===== src/rtl/cmb_result_monitor.sv =====
// Capture stage behind the cmb benchmark: per-output saturating hit counters
// plus a small FIFO of result-change events {res, vec} drained by a consumer.

module cmb_hit_cnt #(
    parameter int CNT_W = 16
) (
    input  logic             clk,
    input  logic             rst_n,
    input  logic             clr,
    input  logic             inc,
    output logic [CNT_W-1:0] cnt
);
    always_ff @(posedge clk or negedge rst_n) begin
        if (!rst_n)
            cnt <= '0;
        else if (clr)
            cnt <= '0;
        else if (inc && (cnt != {CNT_W{1'b1}}))
            cnt <= cnt + CNT_W'(1);
    end
endmodule

module cmb_result_monitor #(
    parameter int VEC_W      = 16,
    parameter int CNT_W      = 16,
    parameter int FIFO_DEPTH = 4
) (
    input  logic                        clk,
    input  logic                        rst_n,
    input  logic                        in_valid,
    output logic                        in_ready,
    input  logic [VEC_W-1:0]            in_vec,
    input  logic [3:0]                  in_res,
    input  logic                        clr,
    input  logic [1:0]                  cnt_sel,
    output logic [CNT_W-1:0]            cnt_val,
    output logic                        ev_valid,
    input  logic                        ev_ready,
    output logic [VEC_W+3:0]            ev_data,
    output logic [$clog2(FIFO_DEPTH):0] ev_count
);
    localparam int PW = $clog2(FIFO_DEPTH);
    localparam logic [PW:0] DEPTH_C = (PW+1)'(FIFO_DEPTH);

    typedef enum logic {IDLE, RUN} state_t;

    typedef struct packed {
        logic [3:0]       res;
        logic [VEC_W-1:0] vec;
    } ev_t;

    state_t             state_q, state_d;
    logic [3:0]         prev_q, prev_d;
    logic               accept, push, pop, full;
    logic [PW-1:0]      wr_ptr, rd_ptr;
    ev_t                mem [FIFO_DEPTH];
    logic [3:0][CNT_W-1:0] cnt;

    // Ready is gated by reset so nothing is taken while the block is held.
    assign full     = (ev_count == DEPTH_C);
    assign in_ready = rst_n && !clr && !full;
    assign accept   = in_valid && in_ready;
    assign ev_valid = (ev_count != '0);
    assign pop      = ev_valid && ev_ready;

    // ---------------- change-detect FSM ----------------
    always_ff @(posedge clk or negedge rst_n) begin
        if (!rst_n) begin
            state_q <= IDLE;
            prev_q  <= '0;
        end else begin
            state_q <= state_d;
            prev_q  <= prev_d;
        end
    end

    always_comb begin
        state_d = state_q;
        prev_d  = prev_q;
        push    = 1'b0;
        if (clr) begin
            state_d = IDLE;
            prev_d  = '0;
        end else if (accept) begin
            case (state_q)
                IDLE: begin
                    // First sample after reset/clear only establishes the baseline.
                    prev_d  = in_res;
                    state_d = RUN;
                end
                RUN: begin
                    if (in_res != prev_q) begin
                        push   = 1'b1;
                        prev_d = in_res;
                    end
                end
                default: state_d = IDLE;
            endcase
        end
    end

    // ---------------- hit counters, one per result bit ----------------
    for (genvar k = 0; k < 4; k++) begin : g_cnt
        cmb_hit_cnt #(.CNT_W(CNT_W)) u_cnt (
            .clk   (clk),
            .rst_n (rst_n),
            .clr   (clr),
            .inc   (accept && in_res[k]),
            .cnt   (cnt[k])
        );
    end

    assign cnt_val = cnt[cnt_sel];

    // ---------------- event FIFO ----------------
    always_ff @(posedge clk or negedge rst_n) begin
        if (!rst_n) begin
            wr_ptr   <= '0;
            rd_ptr   <= '0;
            ev_count <= '0;
        end else begin
            if (push)
                wr_ptr <= wr_ptr + PW'(1);
            if (pop)
                rd_ptr <= rd_ptr + PW'(1);
            case ({push, pop})
                2'b10:   ev_count <= ev_count + (PW+1)'(1);
                2'b01:   ev_count <= ev_count - (PW+1)'(1);
                default: ev_count <= ev_count;
            endcase
        end
    end

    // Storage needs no reset: ev_data is masked whenever the FIFO is empty.
    always_ff @(posedge clk) begin
        if (push)
            mem[wr_ptr] <= '{res: in_res, vec: in_vec};
    end

    assign ev_data = ev_valid ? mem[rd_ptr] : '0;

endmodule


===== config.mk =====
export PLATFORM = sky130hd
export DESIGN_NAME = cmb_result_monitor
export DESIGN_NICKNAME = d
export VERILOG_FILES = /design/src/rtl/cmb_result_monitor.sv
export SDC_FILE = /design/constraint.sdc
export NUM_CORES = 1
export LEC_CHECK = 0
export CELL_PAD_IN_SITES_DETAIL_PLACEMENT = 0
export CELL_PAD_IN_SITES_GLOBAL_PLACEMENT = 1
export CORE_MARGIN = 2
export CORE_UTILIZATION = 43
export CTS_CLUSTER_DIAMETER = 80
export CTS_CLUSTER_SIZE = 16
export DETAILED_ROUTE_END_ITERATION = 10
export PLACE_DENSITY = 0.76
export SYNTH_ARGS = -nofsm -noshare
export SYNTH_HDL_FRONTEND = slang
export SYNTH_SLANG_ARGS = --single-unit

===== constraint.sdc =====
create_clock -name clk -period 2.1 [get_ports clk]
set_input_delay 0.315 -clock clk [delete_from_list [all_inputs] [get_ports clk]]
set_output_delay 0.315 -clock clk [all_outputs]
set_load 0.1 [all_outputs]

==> results of run 1 <==
[flip-flops by register name, indices dropped and copies added, names as in the netlist]
name and count:
mem 80, g_cnt.u_cnt.cnt 64, prev_q 4, ev_count 3
rd_ptr 2, wr_ptr 2, state_q 1
[routing by layer]
metal,global-route usage (%),share of wire (%)
met5,0,0
met4,8.11,2.2
met2,35.6,50
met3,3.84,5.9
met1,28.7,42
[cell families after synthesis]
group	synth area share, %
compound gates	9.21
flops	53.6
xor+xnor	1.31
simple gates	19.0
mux	12.6
buf+inv	2.65
fa+ha+maj	1.65
[stage by stage]
stage               power [mW]  setup TNS, ns
finish                    12.1          -3.64
global route              12.4          -4.64
CTS                       11.9          -5.59
detailed placement        8.67         -39.12
global placement          8.61         -38.61
floorplan                 6.83         -0.492
[critical path, stage by stage (launching register included)]
cell and delay [ns]:
dfrtp_4 0.48, buf_6 0.12, or3_4 0.45, clkbuf_16 0.19, and2_4 0.14, buf_12 0.16
[final cells by class]
class | instances | area, µm² | area share [%]
tap | 229 | 287 | 2.62
clock inverter | 15 | 170 | 1.55
timing repair buffer | 180 | 2020 | 18.5
inverter | 15 | 56.3 | 0.515
sequential | 156 | 4320 | 39.4
clock buffer | 17 | 425 | 3.89
multi-input combinational | 407 | 3660 | 33.5
[layout by cell type (no fill, tap or decap), types with 10 or more instances in the layout]
| cell | count |
|---|---|
| dfrtp_1 | 72 |
| edfxtp_1 | 80 |
| clkbuf_16 | 18 |
| nor2_1 | 10 |
| nand4_1 | 20 |
| or4_1 | 25 |
| nand3_1 | 23 |
| and2_4 | 23 |
| mux4_2 | 36 |
| inv_1 | 13 |
| nand2_1 | 30 |
| a21oi_1 | 18 |
| buf_12 | 43 |
| a221o_1 | 17 |
| buf_4 | 101 |
| nor3_1 | 21 |
| clkdlybuf4s50_1 | 24 |
| o31ai_1 | 21 |
| nor4_1 | 12 |
[worst paths after layout]
| path | start | endpoint | slack (ns) | cells after the start |
|---|---|---|---|---|
| max reg2reg | ev_count[1] | ev_count[2] | -0.07 | 9 |
| min reg2reg | prev_q[3] | prev_q[3] | 0.56 | 2 |
| max in group asynchronous | rst_n | ev_count[1] | 0.49 | 3 |
| min in group clk | in_vec[4] | mem[3][4] | 0.53 | 1 |
| min | rst_n | g_cnt[0].u_cnt.cnt[13] | 0.22 | 3 |
| max | ev_count[1] | ev_data[4] | -0.18 | 5 |
[power by group through the flow]
stage | Combinational (mW) | Clock, mW | Sequential (mW)
detailed placement | 5.21 | 0 | 3.46
global placement | 5.16 | 0 | 3.45
floorplan | 3.13 | 0 | 3.70
finish | 5.59 | 3.06 | 3.40
global route | 5.79 | 3.24 | 3.41
CTS | 5.37 | 3.12 | 3.40
[timing repair]
| action | 4_1_cts | 5_1_grt |
|---|---|---|
| hold buffers | 1 | 0 |
| cloned | 2 | 2 |
| setup buffers | 1 | 11 |
| setup endpoints to repair | 50 | 111 |
| hold endpoints to repair | 22 | 0 |
| resized for setup | 14 | 29 |
| pin swaps | 1 | 10 |
==> impl_metrics.toml, run 1 <==
[sta]
maxClockFrequency_ghz = 0.438
finalWorstSetupSlack_ns = -0.184
final-setup-viol-count = 24
worst_hold_slack_ns = 0.221
min_period_over_period_pct = 109
drv_slew = 0
grt_setup_unrepaired = "true"
timing.slew.headroom_pct = 26.4
max_slew.worst_pin.slew_ns = 1.10
min_period_ns = 2.28
hold_violation_count_in_the_final_report = 0
fin_skew_ns = 0.00852

[floorplan]
io-pin-count = 68
die-width_um = 141
die_height_um = 141
die_footprint_um2 = 19800
fp.coreArea_um2 = 18100
initial_utilization_pct = 44.3
placementRows = 49

[yosys]
synth.largest_area_cell = "edfxtp_1"
dominantRegCellSynth = "edfxtp_1"
yosys.cell_count.top_type = "edfxtp_1"
synth-edff-count = 80
commonest_cells_in_the_synthesized_netlist = "80 x edfxtp_1, 76 x dfrtp_1, 35 x mux4_2, 31 x and2_1, 31 x nand2_1"
yosysTopAreaCellShare_pct = 29.9
ys_async_sr_fraction_pct = 48.7
ys_warn_count = 0
gate_count_post_synth = 608
yosys-top-cells-area = "edfxtp_1 30%, dfrtp_1 24%, mux4_2 9.8%"
syn-cell-area_um2 = 8030
post_synth.cell_area_avg_um2 = 13.2
seq_area_frac_synth_pct = 53.6
synthesis.nets = 645
synth_cell_type_count = 70
postSynthRegisterBits = 156

[route]
drt_wl_total_mm = 21.2
route.vias.total = 6228
drtPass1Iterations = 5
post_route_antenna_net_violation_count = 0
route.detailed.drc = 0
routed_via_density = 6.11
detailedRoute.firstIterationViolations = 510
drt-wirelength-per-cell_um = 20.8

[power_and_ir_drop]
netSwitchingFraction_pct = 40.0
power.internal_mw = 7.24
seq_power_share_pct = 28.2
ir_worst_vdd_v = 0.000710
power_per_cell_area_nw_per_um2 = 1100
leakagePower_nw = 4.31
power.switching_mw = 4.82
share_clk_of_total_power_pct = 25.4
share_comb_of_total_power_pct = 46.4

[global_routing]
gr-total-overflow = 0
wire_length_of_the_first_global_routing_pass_mm = 33.2
via_count_of_the_first_global_routing_pass = 6172
grt_antenna_before_repair = 0
grtUsageTotal_pct = 21.6
pin_count_of_the_biggest_net_entering_global_routing = 55

[critical_path]
worstPathArrival_ns = 1.97
cp_max_fo = 5
criticalPathCategory = "reg -> out"
worst_ep_required_time_ns = 1.78
critPathLaunchType = "register"
timing.critical_path.to_type = "output port"

[placed_design]
area_after_dpl_um2 = 10100
final_wtd_congestion = 0.847
place.detailed.instances = 970
place.detailed.hpwl_mm = 14.4
dpl_worst_slack_ns = -0.466
port_buffers = 67

[clock_network]
cts_root_buffer = "clkbuf_16"
clk_sink_count = 156
clk_path_buf_depth = 2
tritoncts = "built"
clock_insertion_delay_worst_skew_ns = 0.43
cts-buffers-inserted = 17
clk_transition_reported_paths_ns = 0.07
ctsHtreeMaxLevel = 4

[outcome]
failed_checks = "negative setup slack"
outcome = "finished with violations"

[final_layout]
drive_above_1_share_pct = 38.6
post-route-cell-area_um2 = 10900
final-instance-count-excl-fill = 1019
final.fill_count = 1383
areaGrowthSynthToFinish_pct = 36.2
net_total_in_the_final_layout = 814
insertedDiodeCount = 0
post-route-util_pct = 60.3

[run]
max_cap_violations = 0

[worst_hold_path]
min-delay-path-class = "in -> async"
(Power assumes the default switching activity.)
==> inputs of run 2 (changes only) <==
--- a/config.mk
+++ b/config.mk
@@ -12,6 +12,7 @@
 export CTS_CLUSTER_DIAMETER = 80
 export CTS_CLUSTER_SIZE = 16
 export DETAILED_ROUTE_END_ITERATION = 10
+export MAX_ROUTING_LAYER = met4
 export PLACE_DENSITY = 0.76
 export SYNTH_ARGS = -nofsm -noshare
 export SYNTH_HDL_FRONTEND = slang
==> run 2 against run 1 <==
The flow still finishes with violations (negative setup slack). Setup slack improved by 0.025 ns. Worst hold slack improved by 0.24 ns. Combinational power rose by 0.7%. Largest power group unchanged. Sequential cell count did not move. Routed wire length barely moved. Register-to-register slack got worse by 0.03 ns. Fmax rose by 1.1%.
==> impl_metrics.toml, run 2 (synthesis results as in run 1) <==
[critical_path]
cpPeakStageDelay_ns = 0.48
timing.critical_path.to_type = "output port"
criticalPathCategory = "reg -> out"
cpLargestDelayFamily = "simple AND/OR/NAND/NOR gates"
cp_buf_inv_count = 3
path_cells = "buf_6 > or3_4 > clkbuf_16 > and2_4 > buf_12"
cp_max_delay_cell = "dfrtp_4"
worstPathArrival_ns = 1.94
timing.rr.start = "prev_q[3]"
worst_ep_required_time_ns = 1.78
timing.critical_path.from = "ev_count[2]"
critPathLaunchType = "register"
cp_max_fo = 5

[floorplan]
die-width_um = 141
fp.coreArea_um2 = 18100
die_height_um = 141
io-pin-count = 68
placementRows = 49
initial_utilization_pct = 44.3
die_footprint_um2 = 19800

[placed_design]
port_buffers = 67
area_after_dpl_um2 = 10100
place.detailed.hpwl_mm = 14.4
final_wtd_congestion = 0.882
dpl_worst_slack_ns = -0.541

[global_routing]
via_count_of_the_first_global_routing_pass = 6208
pin_count_of_the_biggest_net_entering_global_routing = 55
gr-total-overflow = 0
wire_length_of_the_first_global_routing_pass_mm = 33.4
grtUsageTotal_pct = 22.3
grt_antenna_before_repair = 0

[clock_network]
clock_insertion_delay_worst_skew_ns = 0.43
ctsHtreeMaxLevel = 4
cts_root_buffer = "clkbuf_16"
clk_path_buf_depth = 2
clk_transition_reported_paths_ns = 0.07
clk_sink_count = 156
cts-buffers-inserted = 17
tritoncts = "built"

[power_and_ir_drop]
power_per_cell_area_nw_per_um2 = 1100
leakagePower_nw = 4.33
final_total_power_mw = 12.1
ir_worst_vdd_v = 0.000691

[final_layout]
largest_reg_flops = 80
top_library_cells_by_usage_in_the_layout_fill_and_taps_aside = "102 x buf_4, 80 x edfxtp_1, 71 x dfrtp_1, 43 x buf_12, 36 x mux4_2"
areaGrowthSynthToFinish_pct = 36.6
layout_commonest_cell = "buf_4"
post-route-util_pct = 60.5
layout_top_registers = "mem x80, g_cnt.u_cnt.cnt x64, prev_q x4"
final.fill_count = 1394
insertedDiodeCount = 0
post-route-cell-area_um2 = 11000
top_reg_by_flops = "mem"
drive_above_1_share_pct = 39.1
net_total_in_the_final_layout = 820

[route]
routed_via_density = 6.07
detailedRoute.firstIterationViolations = 499
post_route_antenna_net_violation_count = 0
wl_met3_mm = 1.28
drt-wirelength-per-cell_um = 20.7
highest-signal-layer = "met4"
drtPass1Iterations = 5
route.detailed.drc = 0
route.vias.total = 6225
wirelength_met1_mm = 8.83
met2RoutedLength_mm = 10.7
drt_wl_total_mm = 21.3

[sta]
drv_slew = 0
min_period_over_period_pct = 108
hold_violation_count_in_the_final_report = 0
finalWorstSetupSlack_ns = -0.158
min_period_ns = 2.26
timing.slew.headroom_pct = 49.5
maxClockFrequency_ghz = 0.443
grt_setup_unrepaired = "true"
fin_skew_ns = 0.00715
max_slew.worst_pin.slew_ns = 0.757
finalSetupTns_ns = -3.15
final-setup-viol-count = 23

[worst_hold_path]
min-delay-path-class = "in -> async"

[outcome]
failed_checks = "negative setup slack"
outcome = "finished with violations"

[run]
max_cap_violations = 0
-- run 2: changes by cell type in the layout (fill, tap and decap cells not counted), moves of 2 or more --
| cell | previous run | this run |
|---|---|---|
| buf_2 | 0 | 2 |
| buf_6 | 7 | 11 |
| inv_6 | 2 | 4 |
| nand3_1 | 23 | 21 |
| nand3_2 | 2 | 4 |
| or4_1 | 25 | 27 |
| or4_4 | 5 | 3 |
-- run 2: worst paths after layout --
path,slack [ns],endpoint,depth (start not counted)
min,0.47,g_cnt[1].u_cnt.cnt[6],3
max in group asynchronous,0.57,g_cnt[0].u_cnt.cnt[12],4
min reg2reg,0.55,state_q,2
max reg2reg,-0.10,ev_count[2],11
min in group clk,0.52,mem[2][9],1
max,-0.16,ev_data[16],5
-- run 2: report_power, final --
group	internal, mW	leakage (nW)	switching [mW]
logic	2.33	2.28	3.30
registers	3.34	1.76	0.0766
clock network	1.60	0.288	1.44
total	7.27	4.33	4.82
-- run 2: repair_timing --
item | 4_1_cts | 5_1_grt
setup endpoints to repair | 75 | 63
setup buffers | 1 | 9
gates cloned | 1 | 6
hold endpoints to repair | 22 | 0
hold buffers | 1 | 0
resized for setup | 19 | 26
pin swaps | 3 | 5
-- run 2: tightest hold or removal path, cell delays in order --
cell,delay [ns]
dlygate4sd3_1,0.52
buf_4,0.13
buf_4,0.32
-- run 2: final cells by class --
| class | count | area, µm² | share of cell area [%] |
|---|---|---|---|
| well taps | 229 | 287 | 2.61 |
| clock buffers | 17 | 425 | 3.88 |
| clock inverters | 15 | 163 | 1.48 |
| repair buffers | 186 | 2070 | 18.9 |
| multi-input cells | 407 | 3660 | 33.3 |
| flip-flops and latches | 156 | 4320 | 39.3 |
| inverters | 15 | 56.3 | 0.513 |
-- run 2: metrics by stage --
stage | hold slack (ns) | instances
floorplan | 0.0194 | 608
global placement | 0.367 | 975
detailed placement | 0.374 | 975
CTS | 0.454 | 1010
global route | 0.510 | 1025
finish | 0.465 | 1025
-- run 2: layer usage --
| metal | vias up | GRT usage, % |
|---|---|---|
| met5 | - | - |
| met4 | 0 | 7.00 |
| met3 | 47 | 3.74 |
| met2 | 239 | 36.6 |
| met1 | 3119 | 28.7 |
| li1 | 2820 | - |
